[config.mk]
export PLATFORM = sky130hd
export DESIGN_NAME = iter_alu
export DESIGN_NICKNAME = d
export VERILOG_FILES = /design/src/rtl/iter_alu.sv
export SDC_FILE = /design/constraint.sdc
export NUM_CORES = 1
export LEC_CHECK = 0
export CORE_MARGIN = 10
export CORE_UTILIZATION = 30
export CTS_CLUSTER_SIZE = 28
export DETAILED_ROUTE_END_ITERATION = 12
export MAX_ROUTING_LAYER = met4
export PLACE_DENSITY = 0.45
export RECOVER_POWER = 50
export SYNTH_ARGS = -nofsm -noshare
export SYNTH_HDL_FRONTEND = slang
export SYNTH_SLANG_ARGS = --single-unit
[constraint.sdc]
create_clock -name i_clk -period 6.7 [get_ports i_clk]
set_clock_uncertainty 0.1 [all_clocks]
set_input_delay 0.67 -clock i_clk [delete_from_list [all_inputs] [get_ports i_clk]]
set_output_delay 0.67 -clock i_clk [all_outputs]
set_load 0.05 [all_outputs]
[src/rtl/iter_alu.sv]
// iter_alu: registered multi-cycle ALU with single-cycle ops plus shift-add multiply.
// Define ITER_ALU_DIV_EN to include the restoring divider for op 101 (otherwise op 101 is illegal).
module iter_alu #(
    parameter int W = 16
) (
    input  logic         i_clk,
    input  logic         i_res,
    input  logic         i_start,
    input  logic [2:0]   i_op,
    input  logic [1:0]   i_sc,
    input  logic [W-1:0] i_x,
    input  logic [W-1:0] i_y,
    output logic [W-1:0] o_z,
    output logic [W-1:0] o_zh,
    output logic [1:0]   o_s,
    output logic         o_busy,
    output logic         o_done,
    output logic         o_err
);
    localparam int CW = $clog2(W);
    localparam logic [CW-1:0] LAST = CW'(W - 1);

    typedef enum logic [1:0] {S_IDLE, S_ONE, S_RUN} state_t;
    state_t r_state, w_next;

    logic [W-1:0]  r_x, r_y, r_hi, r_lo, r_z, r_zh;
    logic [1:0]    r_sc, r_s;
    logic [CW-1:0] r_cnt;
    logic          r_busy, r_done, r_err;
    logic          w_isRun, w_oneErr;
    logic [W-1:0]  w_oneZ, w_oneZh, w_stepHi, w_stepLo;
    logic [W:0]    w_mulSum;
`ifdef ITER_ALU_DIV_EN
    logic          r_isDiv, w_ge;
    logic [W:0]    w_shift;
    logic [W-1:0]  w_divHi;
`endif

    function automatic logic [1:0] calcFlags(input logic [W-1:0] a, input logic [W-1:0] b,
                                             input logic [1:0] sel);
        logic [W-1:0] diff;
        logic [W-1:0] cmp;
        diff = a - b;
        case (sel)
            2'b00:   cmp = W'(2);
            2'b01:   cmp = '0;
            default: cmp = b;
        endcase
        return {a == cmp, diff[W-1]};
    endfunction

`ifdef ITER_ALU_DIV_EN
    assign w_isRun = (i_op == 3'b100) || ((i_op == 3'b101) && (i_y != '0));
`else
    assign w_isRun = (i_op == 3'b100);
`endif

    always_ff @(posedge i_clk or posedge i_res) begin
        if (i_res) r_state <= S_IDLE;
        else       r_state <= w_next;
    end

    // ONE doubles as the done cycle, so a new start is accepted from it as well as from IDLE.
    always_comb begin
        w_next = r_state;
        case (r_state)
            S_RUN:   if (r_cnt == LAST) w_next = S_IDLE;
            default: w_next = i_start ? (w_isRun ? S_RUN : S_ONE) : S_IDLE;
        endcase
    end

    always_comb begin
        w_oneZ   = '0;
        w_oneZh  = '0;
        w_oneErr = 1'b0;
        case (i_op)
            3'b000:  w_oneZ = i_x;
            3'b001:  w_oneZ = i_y + W'(1);
            3'b010:  w_oneZ = i_x - i_y;
            3'b011:  w_oneZ = W'(2);
`ifdef ITER_ALU_DIV_EN
            3'b101: begin
                w_oneZ   = '1;
                w_oneZh  = i_x;
                w_oneErr = 1'b1;
            end
`endif
            default: w_oneErr = 1'b1;
        endcase
    end

    // r_hi/r_lo hold {partial product, multiplier} or {remainder, dividend/quotient}.
    always_comb begin
        w_mulSum = {1'b0, r_hi} + (r_lo[0] ? {1'b0, r_y} : '0);
        w_stepHi = w_mulSum[W:1];
        w_stepLo = {w_mulSum[0], r_lo[W-1:1]};
`ifdef ITER_ALU_DIV_EN
        w_shift  = {r_hi, r_lo[W-1]};
        w_ge     = (w_shift >= {1'b0, r_y});
        w_divHi  = w_ge ? (w_shift[W-1:0] - r_y) : w_shift[W-1:0];
        if (r_isDiv) begin
            w_stepHi = w_divHi;
            w_stepLo = {r_lo[W-2:0], w_ge};
        end
`endif
    end

    always_ff @(posedge i_clk or posedge i_res) begin
        if (i_res) begin
            r_x    <= '0;
            r_y    <= '0;
            r_sc   <= '0;
            r_hi   <= '0;
            r_lo   <= '0;
            r_cnt  <= '0;
            r_z    <= '0;
            r_zh   <= '0;
            r_s    <= '0;
            r_busy <= 1'b0;
            r_done <= 1'b0;
            r_err  <= 1'b0;
`ifdef ITER_ALU_DIV_EN
            r_isDiv <= 1'b0;
`endif
        end else begin
            r_done <= 1'b0;
            case (r_state)
                S_RUN: begin
                    r_hi  <= w_stepHi;
                    r_lo  <= w_stepLo;
                    r_cnt <= r_cnt + CW'(1);
                    if (r_cnt == LAST) begin
                        r_z    <= w_stepLo;
                        r_zh   <= w_stepHi;
                        r_s    <= calcFlags(r_x, r_y, r_sc);
                        r_err  <= 1'b0;
                        r_done <= 1'b1;
                        r_busy <= 1'b0;
                        r_cnt  <= '0;
                    end
                end
                default: begin
                    if (i_start) begin
                        r_x  <= i_x;
                        r_y  <= i_y;
                        r_sc <= i_sc;
`ifdef ITER_ALU_DIV_EN
                        r_isDiv <= (i_op == 3'b101);
`endif
                        if (w_isRun) begin
                            r_busy <= 1'b1;
                            r_cnt  <= '0;
                            r_hi   <= '0;
                            r_lo   <= i_x;
                        end else begin
                            r_z    <= w_oneZ;
                            r_zh   <= w_oneZh;
                            r_err  <= w_oneErr;
                            r_s    <= calcFlags(i_x, i_y, i_sc);
                            r_done <= 1'b1;
                        end
                    end
                end
            endcase
        end
    end

    assign o_z    = r_z;
    assign o_zh   = r_zh;
    assign o_s    = r_s;
    assign o_busy = r_busy;
    assign o_done = r_done;
    assign o_err  = r_err;
endmodule

After elaboration in Yosys (flattened, before gate mapping)
Cells that the tools add are included.

Bits in registers: 109. Bits of input ports: 40. Output and inout bits: 37. Word-level logic and storage cells: 88.

Add/sub/neg operators: 5. Equal/unequal tests: 12. Muxes and demuxes: 47. Bitwise logic cells: 1. Reductions and logical operators: 10.

Operators by type and width (number): $mux W16 (20); $pmux W16 S2 (2); $pmux W16 S4 (1); $eq A16 B16 Y1 (2); $sub A16 B16 Y16 (2); $add A16 B16 Y17 (1); $add A16 B1 Y16 const B (1); $mux W2 (8); $mux W4 (4); $mux W1 (12); $eq A3 B2 Y1 const B (2); $reduce_and A3 Y1 (2); $add A4 B1 Y4 const B (1); $eq A2 B1 Y1 const B (2); $eq A4 B4 Y1 const B (1); $logic_not A2 Y1 (2); $reduce_and A2 Y1 (2); $reduce_bool A2 Y1 (2); $reduce_or A4 Y1 (1); $eq A3 B1 Y1 const B (1); $eq A3 B3 Y1 const B (1); $logic_not A3 Y1 (1); $eq A2 B2 Y1 const B (1); $ne A2 B1 Y1 const B (1); other kinds (2) (2).

Logic depth before layout (Yosys ltp)
Word-level depth: 9. Gate-level depth with buffers: 11.

Worst setup path before layout
OpenSTA, ideal clock, no wires.

Path type: input to register. Start: input i_y[6]. End: register r_z[9], in the netlist o_z[9]. Arrival time: 2.572 ns. Data required time: 6.505 ns. Setup slack: 3.933 ns. Stages: 9. Path buffers: 1. Cells stage by stage: clkbuf_1 > inv_1 > ha_1 > a21oi_1 > nor2_1 > a2111oi_1 > xnor2_1 > a21boi_1 > o31ai_1.

Longest elaborated chain between the ends: 5.

Ends and longest elaborated chain: start: declaration (line 12) `input logic [W-1:0] i_y,`; $sub A16 B16 Y16 / $add A16 B1 Y16 (equally long branches) (line 79, 78); $pmux W16 S4 (*) (line 76) `case (i_op)`; $mux W16 (*) (line 150) `if (w_isRun) begin`; $mux W16 (*) (line 143) `if (i_start) begin`; $mux W16 (*) (line 127) `case (r_state)`; end signal: assignment (line 133) `r_z <= w_stepLo;`; end signal: assignment (line 156) `r_z <= w_oneZ;`; end: declaration (line 26) `logic [W-1:0] r_x, r_y, r_hi, r_lo, r_z, r_zh;`.

Mark *: on every way between the ends. The rest lies on a longest branch, timed or not. The select of a mux whose other input is x is not followed. A chain may end at the register's enable or synchronous reset.

Worst setup path after layout
Start: input i_start. End: register r_z[13], in the netlist o_z[13].

Longest elaborated chain between the ends: 2.

Ends and longest elaborated chain: start: declaration (line 8) `input logic i_start,`; $reduce_bool A2 Y1 (no line); $reduce_and A3 Y1 (no line).

No other way between the ends.

==> results.cfg <==
[die]
die_w_um = 177
core_area_um2 = 24300
floorplan.initialDensity = 0.304
die_area_um2 = 31400
num_rows = 57
ios = 77
die_h_um = 177

[worst_hold_path]
hp-class = reg2reg
worstHoldStart = o_zh[8]
holdPathStages = 2

[grt]
grt_start_max_net_pins = 56
grt_pass1_vias = 6438
grt-ovfl-total = 0
antenna_found_initial = 1
grt.total_usage = 0.169
grt_pass1_wl_mm = 39.5

[setup_path]
cp.required_ps = 6890
crit_path_max_fanout = 51
cpPeakStageDelay_ps = 1600
crit_type = in2reg
crit_path_end_kind = register
startpoint_type = input port
cp-startpoint = i_start
path_cells = dlygate4sd3_1 -> nand2_1 -> clkbuf_1 -> nor2_1 -> nor2_4 -> inv_1 -> buf_4 -> a31oi_1 -> o21ai_0 -> nand3_1
crit_slowest_cell = clkbuf_1
reg2reg_depth = 10
timing.rr.start = r_state[0]
cp_data_arrival_time_ps = 4610

[logic_synthesis]
syn_avg_cell_area_um2 = 8.64
synth_warnings = 0
synthFlopType = dfrtp_1
synth_nets = 947
synth-edff-count = 0
synth-seq-cells = 109
synth_cell_types = 67
yosysSeqAreaShare = 0.368
postSynthCellCount = 857
synthArstFlopShare = 1.00
syn_area_um2 = 7400

[route]
wirelength_mm = 25.8
drc_errors = 0
wl_per_cell_um = 20.7
num_vias = 6650
drt_pass1_iterations = 7
via_per_inst = 5.33
drtAntennaViolNets = 0
dr.first_iter.drc_count = 551

[finish]
multiInputGateArea_um2 = 4360
design_area_um2 = 8780
nets = 1008
layout-drive-gt1-share = 0.0693
seqCellArea_um2 = 2730
area_growth_pct = 18.5
n_fill_cell = 2545

[sta]
post-route-min-period_ps = 4410
timing.fmax_mhz = 227
tightest_slew_ps = 2620
setup-violations-final = 0
maxSlewHeadroom = -0.758
slew_violations = 108
fin_hold_ws_ps = 359
fin_ws_ps = 2290
rsz0062_at_grt = false
hold_viol = 0
finalCritPeriodShare = 0.659
setup_tns_ps = 0

[clock_tree]
cts_tree = yes
postCtsSetupBuffers = 0
cts_hold_buf = 0
clock_latency_ps = 350
cts_resized = 0
clock_path_buffers = 2
htree_levels = 3
numCtsBuffers = 9
cts_root_buf = clkbuf_16
clock_sink_count = 109
cts.clk_slew.worst_paths_ps = 80

[place]
pre_cts_ws_ps = 3060
hpwlAfterDp_mm = 19.6
place.gp.congestion = 0.890
dpl_cell_area_um2 = 8490
io_buffer_count = 76

[outcome]
outcome = finished, violations left
violations = capacitance limit, slew limit

[job]
maxCapViolations = 2

[power]
ir_drop_v = 0.000128
power.leakage_nw = 3.86
total_power_w = 0.00239
powerDensity_nw_per_um2 = 273
==> synth_stat cells (11+ instances only) <==
master | n | area (µm²)
a21oi_1 | 37 | 185
dfrtp_1 | 109 | 2730
a21o_1 | 17 | 128
nand2_1 | 135 | 507
a31oi_1 | 17 | 106
o22ai_1 | 12 | 75.1
inv_1 | 46 | 173
nor2_1 | 51 | 191
buf_2 | 12 | 60.1
mux2i_1 | 12 | 120
xor2_1 | 11 | 96.3
o21ai_0 | 85 | 425
clkbuf_1 | 15 | 56.3
and2_1 | 17 | 106
nand2b_1 | 11 | 68.8
nand3_1 | 33 | 165
ha_1 | 48 | 601
mux2_2 | 19 | 214
xnor2_1 | 30 | 263
==> per-stage QoR <==
stage	cells	utilization
after floorplan	857	-
after global placement	1231	0.349
after detailed placement	1231	0.349
after CTS	1247	0.361
after global routing	1248	0.361
final	1248	0.361
==> layout by cell type, fill, tap and decap left out, types with 5 or more instances in the layout <==
| master | synthesis | routed |
|---|---|---|
| o22ai_1 | 12 | 12 |
| nand2b_1 | 11 | 11 |
| and2_1 | 17 | 17 |
| mux2i_1 | 12 | 12 |
| a21o_1 | 17 | 17 |
| o31ai_1 | 8 | 8 |
| a21oi_1 | 37 | 37 |
| a221oi_1 | 6 | 6 |
| ha_1 | 48 | 48 |
| nand4_1 | 7 | 7 |
| xnor2_1 | 30 | 30 |
| o21ai_0 | 85 | 85 |
| clkbuf_16 | 0 | 9 |
| o21bai_1 | 5 | 5 |
| a31oi_1 | 17 | 17 |
| buf_4 | 2 | 7 |
| a211oi_1 | 6 | 6 |
| a22o_1 | 9 | 9 |
| a22oi_1 | 8 | 8 |
| inv_1 | 46 | 45 |
| dfrtp_1 | 109 | 109 |
| xor2_1 | 11 | 11 |
| dlygate4sd3_1 | 0 | 31 |
| mux2_2 | 19 | 19 |
| nor2_1 | 51 | 50 |
| nor3_1 | 9 | 9 |
| clkdlybuf4s50_1 | 0 | 45 |
| nand3_1 | 33 | 33 |
| o211ai_1 | 8 | 8 |
| nand2_1 | 135 | 135 |
| o21a_1 | 5 | 5 |
==> state kept, by name, summed over array words and instances, names as in the netlist, 2 cells and up <==
name / cells
r_y: 16
r_cnt: 4
o_zh: 16
o_z: 16
o_s: 2
r_lo: 16
r_state: 2
r_hi: 16
r_sc: 2
r_x: 16
==> logic make-up after synthesis <==
group	after synthesis	synth area share
compound gates	257	0.227
xor+xnor	41	0.0485
fa+ha+maj	50	0.0865
buf+inv	80	0.0446
flops	109	0.368
mux	31	0.0451
simple gates	289	0.180
==> area by class of cell <==
| cell class | count | area share |
|---|---|---|
| antenna | 1 | 0.000285 |
| clock buffer | 11 | 0.0265 |
| clock inverter | 5 | 0.00699 |
| inverter | 46 | 0.0198 |
| multi-input combinational | 668 | 0.496 |
| sequential | 109 | 0.311 |
| tap | 324 | 0.0462 |
| timing repair buffer | 84 | 0.0931 |
==> worst max-delay path, delay by kind of cell <==
family | cells | cell delay [ps]
AO/OA/AOI/OAI | 2 | 440
buffers and inverters | 4 | 2660
AND/OR/NAND/NOR | 4 | 810
==> routing by layer <==
metal  wire length [µm]  global-route usage  part of all wire  vias up
met3               1520              0.0284             0.059       35
met5                  0                   -                 0        -
met2              10700               0.235              0.42      235
met4                616              0.0522             0.024        0
li1                   -                   -                 -     3210
met1              12900               0.242              0.50     3170
==> where the power goes <==
part / total, W / switching [W] / leakage (nW) / internal [W]
Combinational: 0.000911 / 0.000556 / 2.36 / 0.000355
Sequential: 0.000938 / 0.000138 / 1.37 / 0.000800
Clock: 0.000543 / 0.000252 / 0.132 / 0.000291
Total: 0.00239 / 0.000946 / 3.86 / 0.00145
==> final timing paths <==
kind                       slack (ps)  endpoint
min                               360   o_zh[8]
max in group asynchronous        3410   r_hi[8]
max                              2290   o_z[13]
max reg2reg                      2640   o_z[13]
min in group asynchronous        1400   o_zh[4]
min reg2reg                       360   o_zh[8]
Note: power is estimated with default switching activity, not from simulation.
